**src/rtl/trigger_pattern_gen.sv**
```systemverilog
// Circular trigger-pattern shifter: rotates a loaded pattern out serially on a
// bit-rate strobe, for a programmed number of rotations or continuously.
module trigger_pattern_gen #(
  parameter int WIDTH     = 10,
  parameter int CNT_W     = 16,
  parameter int INVERT    = 1,
  parameter int LSB_FIRST = 1
) (
  input  logic             i_clk,
  input  logic             i_reset,
  input  logic             i_load,
  input  logic [WIDTH-1:0] i_pattern_in,
  input  logic [CNT_W-1:0] i_repeat_in,
  input  logic             i_start,
  input  logic             i_stop,
  input  logic             i_tick,
  output logic             o_data_out,
  output logic             o_busy,
  output logic             o_done,
  output logic             o_frame
);

  localparam int   BW    = $clog2(WIDTH);
  localparam logic L_INV = (INVERT != 0);

  typedef enum logic {S_IDLE, S_RUN} state_t;

  state_t           r_state, w_next;
  logic [WIDTH-1:0] r_shadow, r_pat, w_rot;
  logic [BW-1:0]    r_bit_cnt;
  logic [CNT_W-1:0] r_rot_cnt, r_rep;
  logic             r_done;
  logic             w_go, w_wrap, w_last, w_bit;

  // stop always wins over start and over the final tick of a rotation
  assign w_go   = (r_state == S_IDLE) && i_start && !i_stop;
  assign w_wrap = (r_state == S_RUN) && i_tick && !i_stop && (r_bit_cnt == BW'(WIDTH-1));
  assign w_last = w_wrap && (r_rep != '0) && ((r_rot_cnt + CNT_W'(1)) == r_rep);

  generate
    if (LSB_FIRST != 0) begin : g_lsb
      assign w_rot = {r_pat[0], r_pat[WIDTH-1:1]};
      assign w_bit = r_pat[0];
    end else begin : g_msb
      assign w_rot = {r_pat[WIDTH-2:0], r_pat[WIDTH-1]};
      assign w_bit = r_pat[WIDTH-1];
    end
  endgenerate

  always_ff @(posedge i_clk) begin
    if (i_reset) r_state <= S_IDLE;
    else         r_state <= w_next;
  end

  always_comb begin
    w_next = r_state;
    case (r_state)
      S_IDLE:  if (w_go) w_next = S_RUN;
      S_RUN:   if (i_stop || w_last) w_next = S_IDLE;
      default: w_next = S_IDLE;
    endcase
  end

  always_comb begin
    o_busy     = (r_state == S_RUN);
    o_frame    = o_busy && (r_bit_cnt == '0);
    o_data_out = o_busy ? (w_bit ^ L_INV) : L_INV;
    o_done     = r_done;
  end

  always_ff @(posedge i_clk) begin
    if (i_reset) begin
      r_shadow  <= '0;
      r_pat     <= '0;
      r_rep     <= '0;
      r_bit_cnt <= '0;
      r_rot_cnt <= '0;
      r_done    <= 1'b0;
    end else begin
      r_done <= w_last;
      case (r_state)
        S_IDLE: begin
          if (i_load) begin
            r_shadow <= i_pattern_in;
            r_pat    <= i_pattern_in;
            r_rep    <= i_repeat_in;
          end
          // a same-cycle load must feed the run directly, shadow is not yet updated
          if (w_go) begin
            r_bit_cnt <= '0;
            r_rot_cnt <= '0;
            r_pat     <= i_load ? i_pattern_in : r_shadow;
          end
        end
        S_RUN: begin
          if (i_stop) begin
            r_pat     <= r_shadow;
            r_bit_cnt <= '0;
            r_rot_cnt <= '0;
          end else if (i_tick) begin
            r_pat <= w_last ? r_shadow : w_rot;
            if (w_wrap) begin
              r_bit_cnt <= '0;
              r_rot_cnt <= r_rot_cnt + CNT_W'(1);
            end else begin
              r_bit_cnt <= r_bit_cnt + BW'(1);
            end
          end
        end
        default: ;
      endcase
    end
  end

endmodule

```
**config.mk**
```make
export PLATFORM = sky130hd
export DESIGN_NAME = trigger_pattern_gen
export DESIGN_NICKNAME = d
export VERILOG_FILES = /design/src/rtl/trigger_pattern_gen.sv
export SDC_FILE = /design/constraint.sdc
export NUM_CORES = 1
export LEC_CHECK = 0
export CAP_MARGIN = 20
export CORE_UTILIZATION = 50
export CTS_CLUSTER_DIAMETER = 30
export DETAILED_ROUTE_END_ITERATION = 8
export PLACE_DENSITY = 0.73
export SLEW_MARGIN = 20
export SYNTH_ARGS = -nofsm -noshare
export SYNTH_HDL_FRONTEND = slang
export SYNTH_SLANG_ARGS = --single-unit
export TNS_END_PERCENT = 20
```
**constraint.sdc**
```tcl
create_clock -name i_clk -period 2.86 [get_ports i_clk]
set_input_delay 0.429 -clock i_clk [delete_from_list [all_inputs] [get_ports i_clk]]
set_output_delay 0.429 -clock i_clk [all_outputs]
set_load 0.005 [all_outputs]
```
Yosys cells after proc, flatten, opt, wreduce, memory -nomap -nowiden
Index checks and enable logic that the tools add are counted.
{ "word_totals": {"output_inout_bits": 4, "n_memories": 0, "ff_bits": 58, "latch_bits": 0, "inputBits": 32, "elab_cells": 54, "mem_bits_rw": 0, "romBits": 0} }
{ "op_classes": {"div_mod_pow": 0, "n_eq_ne": 6, "n_reduce_logical": 16, "addsub": 2, "n_mul": 0, "n_mux": 21, "n_shift": 0, "n_bitwise": 2, "magnitude_cmp": 0} }
{ "op_table": {"columns": ["operator", "n"], "rows": [
  ["two-way mux 16 bit", 4],
  ["two-way mux 10 bit", 6],
  ["one-hot mux 16 bit (2 select lines)", 1],
  ["one-hot mux 10 bit (2 select lines)", 1],
  ["adder 16 x 1 -> 16 bit, second input constant", 1],
  ["equality test 16 bit", 1],
  ["two-way mux 4 bit", 4],
  ["nonzero test 16 bit", 1],
  ["logical AND 1 bit", 8],
  ["one-hot mux 4 bit (2 select lines)", 1],
  ["!= test 3 bit, second input constant", 2],
  ["AND reduction 2 bit", 3],
  ["adder 4 x 1 -> 4 bit, second input constant", 1],
  ["equality test 4 bit, second input constant", 1],
  ["logical NOT 4 bit", 1],
  ["two-way mux 1 bit", 3],
  ["!= test 3 x 2 -> 1 bit, second input constant", 1],
  ["AND reduction 3 bit", 1],
  ["!= test 2 bit, second input constant", 1],
  ["inverter 1 bit", 2],
  ["one-hot mux 1 bit (2 select lines)", 1],
  ["logical NOT 1 bit", 1],
  ["logical OR 1 bit", 1]
]} }

Logic depth before layout (Yosys ltp)
{ "depth": {"ltp_word": 9, "depth_mapped": 10, "depth_no_buf": 9} }

Worst setup path before layout
Ideal clock, no wire load.
{ "synth_path": {"path_type": "reg-to-reg", "from": "register r_rot_cnt[0]", "to": "register r_pat[1]", "t_required_ns": 2.757, "setup_time_ns": 0.103, "synth_period_minus_slack_ns": 2.551, "path_slack_ns": 0.309, "t_arrival_ns": 2.447, "path_stages_with_launch": 10, "path_buffers": 1, "cell_sequence": "dfxtp_1 > ha_1 > clkbuf_1 > and3_1 > and4_1 > a31oi_1 > a211oi_1 > a41oi_2 > nor3b_1 > a2111oi_2"} }
{ "synth_between": {"elab_chain_cells": 7} }
{ "synth_rtl": {"columns": ["item", "line", "text"], "rows": [
  ["start, declared", "31", "logic [CNT_W-1:0] r_rot_cnt, r_rep;"],
  ["start signal, assigned", "104", "r_rot_cnt <= r_rot_cnt + CNT_W'(1);"],
  ["adder 16 x 1 -> 16 bit", "38", "assign w_last = w_wrap && (r_rep != '0) && ((r_rot_cnt + CNT_W'(1)) == r_rep);"],
  ["equality test 16 bit", "38", null],
  ["logical AND 1 bit", "38", null],
  ["two-way mux 10 bit", "101", "r_pat <= w_last ? r_shadow : w_rot;"],
  ["two-way mux 10 bit", "100", "end else if (i_tick) begin"],
  ["two-way mux 10 bit", "96", "if (i_stop) begin"],
  ["one-hot mux 10 bit (2 select lines)", "81", "case (r_state)"],
  ["end signal, assigned", "85", "r_pat <= i_pattern_in;"],
  ["end signal, assigned", "97", "r_pat <= r_shadow;"],
  ["end signal, assigned", "101", null],
  ["end, declared", "29", "logic [WIDTH-1:0] r_shadow, r_pat, w_rot;"]
]} }
Every way passes these cells. The select of a mux whose other input is x is not followed.
A chain may end at the register's enable or synchronous reset.

Worst setup path in the final report
{ "layout_path": {"from": "register r_rot_cnt[0]", "to": "register r_pat[0]"} }
Same word-level chain as after synthesis.

==> results.md <==
* Status: finished, final reports clean
* GPL Wtd Cong at 0.8274
* Worst slew margin at a little over a third
* Worst-case clock buffer depth at 2
* Core Area at 6096 um2
* Combinational share of power at 13.7%
* Final min period at 2691 ps
* Top area cells in the synthesized netlist: dfxtp_1 (36%), nand2_1 (8.4%), a21oi_1 (6.5%)
* Total CTS buffers at 9
* GRT Total Usage at roughly a quarter
* Sequential area share after synthesis at around 36%
* Fin crit share at 94.10%
* Register share of total power at between 40 and 50%
* Mapped Avg Cell Area at roughly 7.7 um2
* Full die area at 6812 um2
* Starting Density at ~53%
* Sw frac at 26.95%
* Fmax at about 0.37 GHz
* Total grt overflow at 0
* Leak at 1.443 nW
* Std cell rows at 28
* Initial antenna violation count at 0
* Power Dens Cells at 492.7 nW/um2
* Initial DRC count at 216
* Worst skew pair latency at 350 ps
* Synth top area share at about 36%
* Setup TNS at 0 ps
* WL final at 7.974 mm
* Worst Max-Slew Pin Slew at around 960 ps
* Clk sinks at 58
* First-pass GRT wire length at roughly 13 mm
* ANT nets after route at 0
* Most common cell after layout, fill and taps aside: nand2_1
* Switching power total at around 0.00052 W
* Syn_nets at 456
* Number of iterations in the first detailed-routing pass at 4
* Synth cell types at 54
* Worst-path clk slew at roughly 70 ps
* RSZ-0062 raised after global routing: no
* Setup violations, final at 0
* Synth Instances at 420
* Port Buffer Count at 35
* Peak VDD IR at a little under 0.3 mV
* Internal Pwr Total at around 0.0014 W
* Die Wd at 82.54 um
* Min-Delay Path Class: register to register
* Max cap viols at 0
* CP Data Required Time at around 3100 ps
* Flops & latches, synth at a little under 60
* Clock network fraction of total power at between 40% and 50%
* Pre-CTS worst setup slack at 81.83 ps
* CP endpoint kind: register
* DRC viols at 0
* Setup ws final at about 170 ps
* Nets at slightly below 500
* Slew Limit Fails at 0
* I/O pins at 36
* Vias in the first global route at between 2000 and 3000
* Drt via density at 5.800
* Post-Syn Area at between 3000 and 4000 um2
* Vias at a little over 3000
* Most frequent cells in the layout: nand2_1 (73), dfxtp_1 (56), a21oi_1 (42), clkdlybuf4s50_1 (35), nor2_1 (23)
* Hold Fails Final Rpt at 0
* Hold buffer count at CTS at 0
* CTS tree: done
* WP data arrival at just under 3000 ps
* Crit path kind: register to register
* Startpoint Class: register
* DP HPWL at roughly 5.6 mm
* Fraction of layout cells with a size suffix above 1 at between 10% and 20%
* Fin Clk Skew at ~10 ps
* Critical Path Fanout Max at 8
* H-tree levels at 3
* Yosys warning count at 0
* Syn-to-layout area delta at 21.33%
* Root Buffer: clkbuf_8
* DR WL/cell at between 10 and 15 um
* Largest net degree at the start of global routing at 39
* Die Y-Extent at about 83 um
* Post-synth top area cell: dfxtp_1
* Diode count at 0
state kept, by name, summed over array words and instances (netlist names):
name / count
r_pat: 10
r_shadow: 10
o_done: 1
r_bit_cnt: 4
r_rot_cnt: 16
o_busy: 1
r_rep: 16
area by class of cell:
| class | count | area [um2] |
|---|---|---|
| multi-input cells | 322 | 1939 |
| well taps | 75 | 93.84 |
| repair buffers | 54 | 493.0 |
| clock inverters | 5 | 52.55 |
| inverters | 11 | 41.29 |
| clock buffers | 11 | 151.4 |
| fillers | 537 | 2161 |
| flip-flops and latches | 58 | 1164 |
repair_timing:
item	4_1_cts	5_1_grt
resized for setup	0	5
setup buffers	0	0
setup endpoints to repair	0	5
critical path: stages, from the launching register on:
cell,delay (ps)
dfxtp_1,500
nand4_4,220
nor4_4,410
nand4_2,170
a2111oi_4,440
a41oi_2,260
nor3b_1,220
a2111oi_2,350
stage by stage:
step	utilization, %	hold WS [ps]	instances	power, W	area, um2
after floorplan	-	450.0	420	0.001054	3243
after global placement	60.92	463.0	520	0.001156	3714
after detailed placement	60.92	466.3	520	0.001161	3714
after CTS	64.27	475.8	536	0.001952	3918
after global routing	64.55	499.2	536	0.002017	3935
final	64.55	473.0	536	0.001939	3935
synth_stat cells (all sizes together):
cell,instances
a2111oi,4
a22o,1
a41oi,1
nor3b,4
nand2b,13
nor3,11
and3,3
nand3b,1
o211ai,6
a311oi,1
nand3,14
a22oi,2
buf,6
o21ba,1
ha,4
nor4,6
xor2,8
o41ai,1
or2,1
and2,4
a2bb2oi,1
o21ai,36
nor2b,1
mux2,1
inv,11
a31oi,2
nor2,23
o31ai,6
mux2i,1
or3,2
nand2,73
a21oi,42
o32ai,1
o2bb2ai,1
nor4bb,1
a31o,1
o21a,4
nand4,15
and4,2
dfxtp,58
clkbuf,23
a211oi,4
xnor2,16
nand4b,2
o22ai,1
metal layers:
metal	global-route usage, %	vias up	part of all wire [%]
met5	0	-	0
met4	10.69	0	1.6
met3	3.956	13	5.2
met2	39.01	91	43
met1	34.93	1442	50
li1	-	1563	-
power groups by stage:
| stage | Clock [W] | Combinational, W | Sequential [W] |
|---|---|---|---|
| detailed placement | 0 | 0.000264 | 0.000898 |
| floorplan | 0 | 0.000168 | 0.000886 |
| global placement | 0 | 0.000259 | 0.000897 |
| finish | 0.000792 | 0.000265 | 0.000881 |
| CTS | 0.000807 | 0.000265 | 0.000880 |
| global route | 0.000838 | 0.000295 | 0.000885 |
kinds of logic after synthesis:
logic type                 after synthesis  synth area share, %
muxes                                    2               0.6559
buffers and inverters                   40                4.938
DFF                                     58                35.80
xor gates and xnor gates                24                6.481
adders and majority gates                4                1.543
AOI/OAI and AO/OA                      116                22.80
and+or+nand+nor                        176                27.78
final timing paths:
kind / to / from / slack (ps) / cells after the start
setup reg to reg: r_pat[0]$_SDFFE_PP0P_ / r_rot_cnt[0]$_SDFFE_PP0P_ / 170 / 7
hold reg to reg: r_shadow[6]$_SDFFE_PP0N_ / r_shadow[6]$_SDFFE_PP0N_ / 470 / 2
setup / recovery: r_pat[0]$_SDFFE_PP0P_ / r_rot_cnt[0]$_SDFFE_PP0P_ / 170 / 7
hold / removal: r_shadow[6]$_SDFFE_PP0N_ / r_shadow[6]$_SDFFE_PP0N_ / 470 / 2
Note: power is estimated with default switching activity, not from simulation.
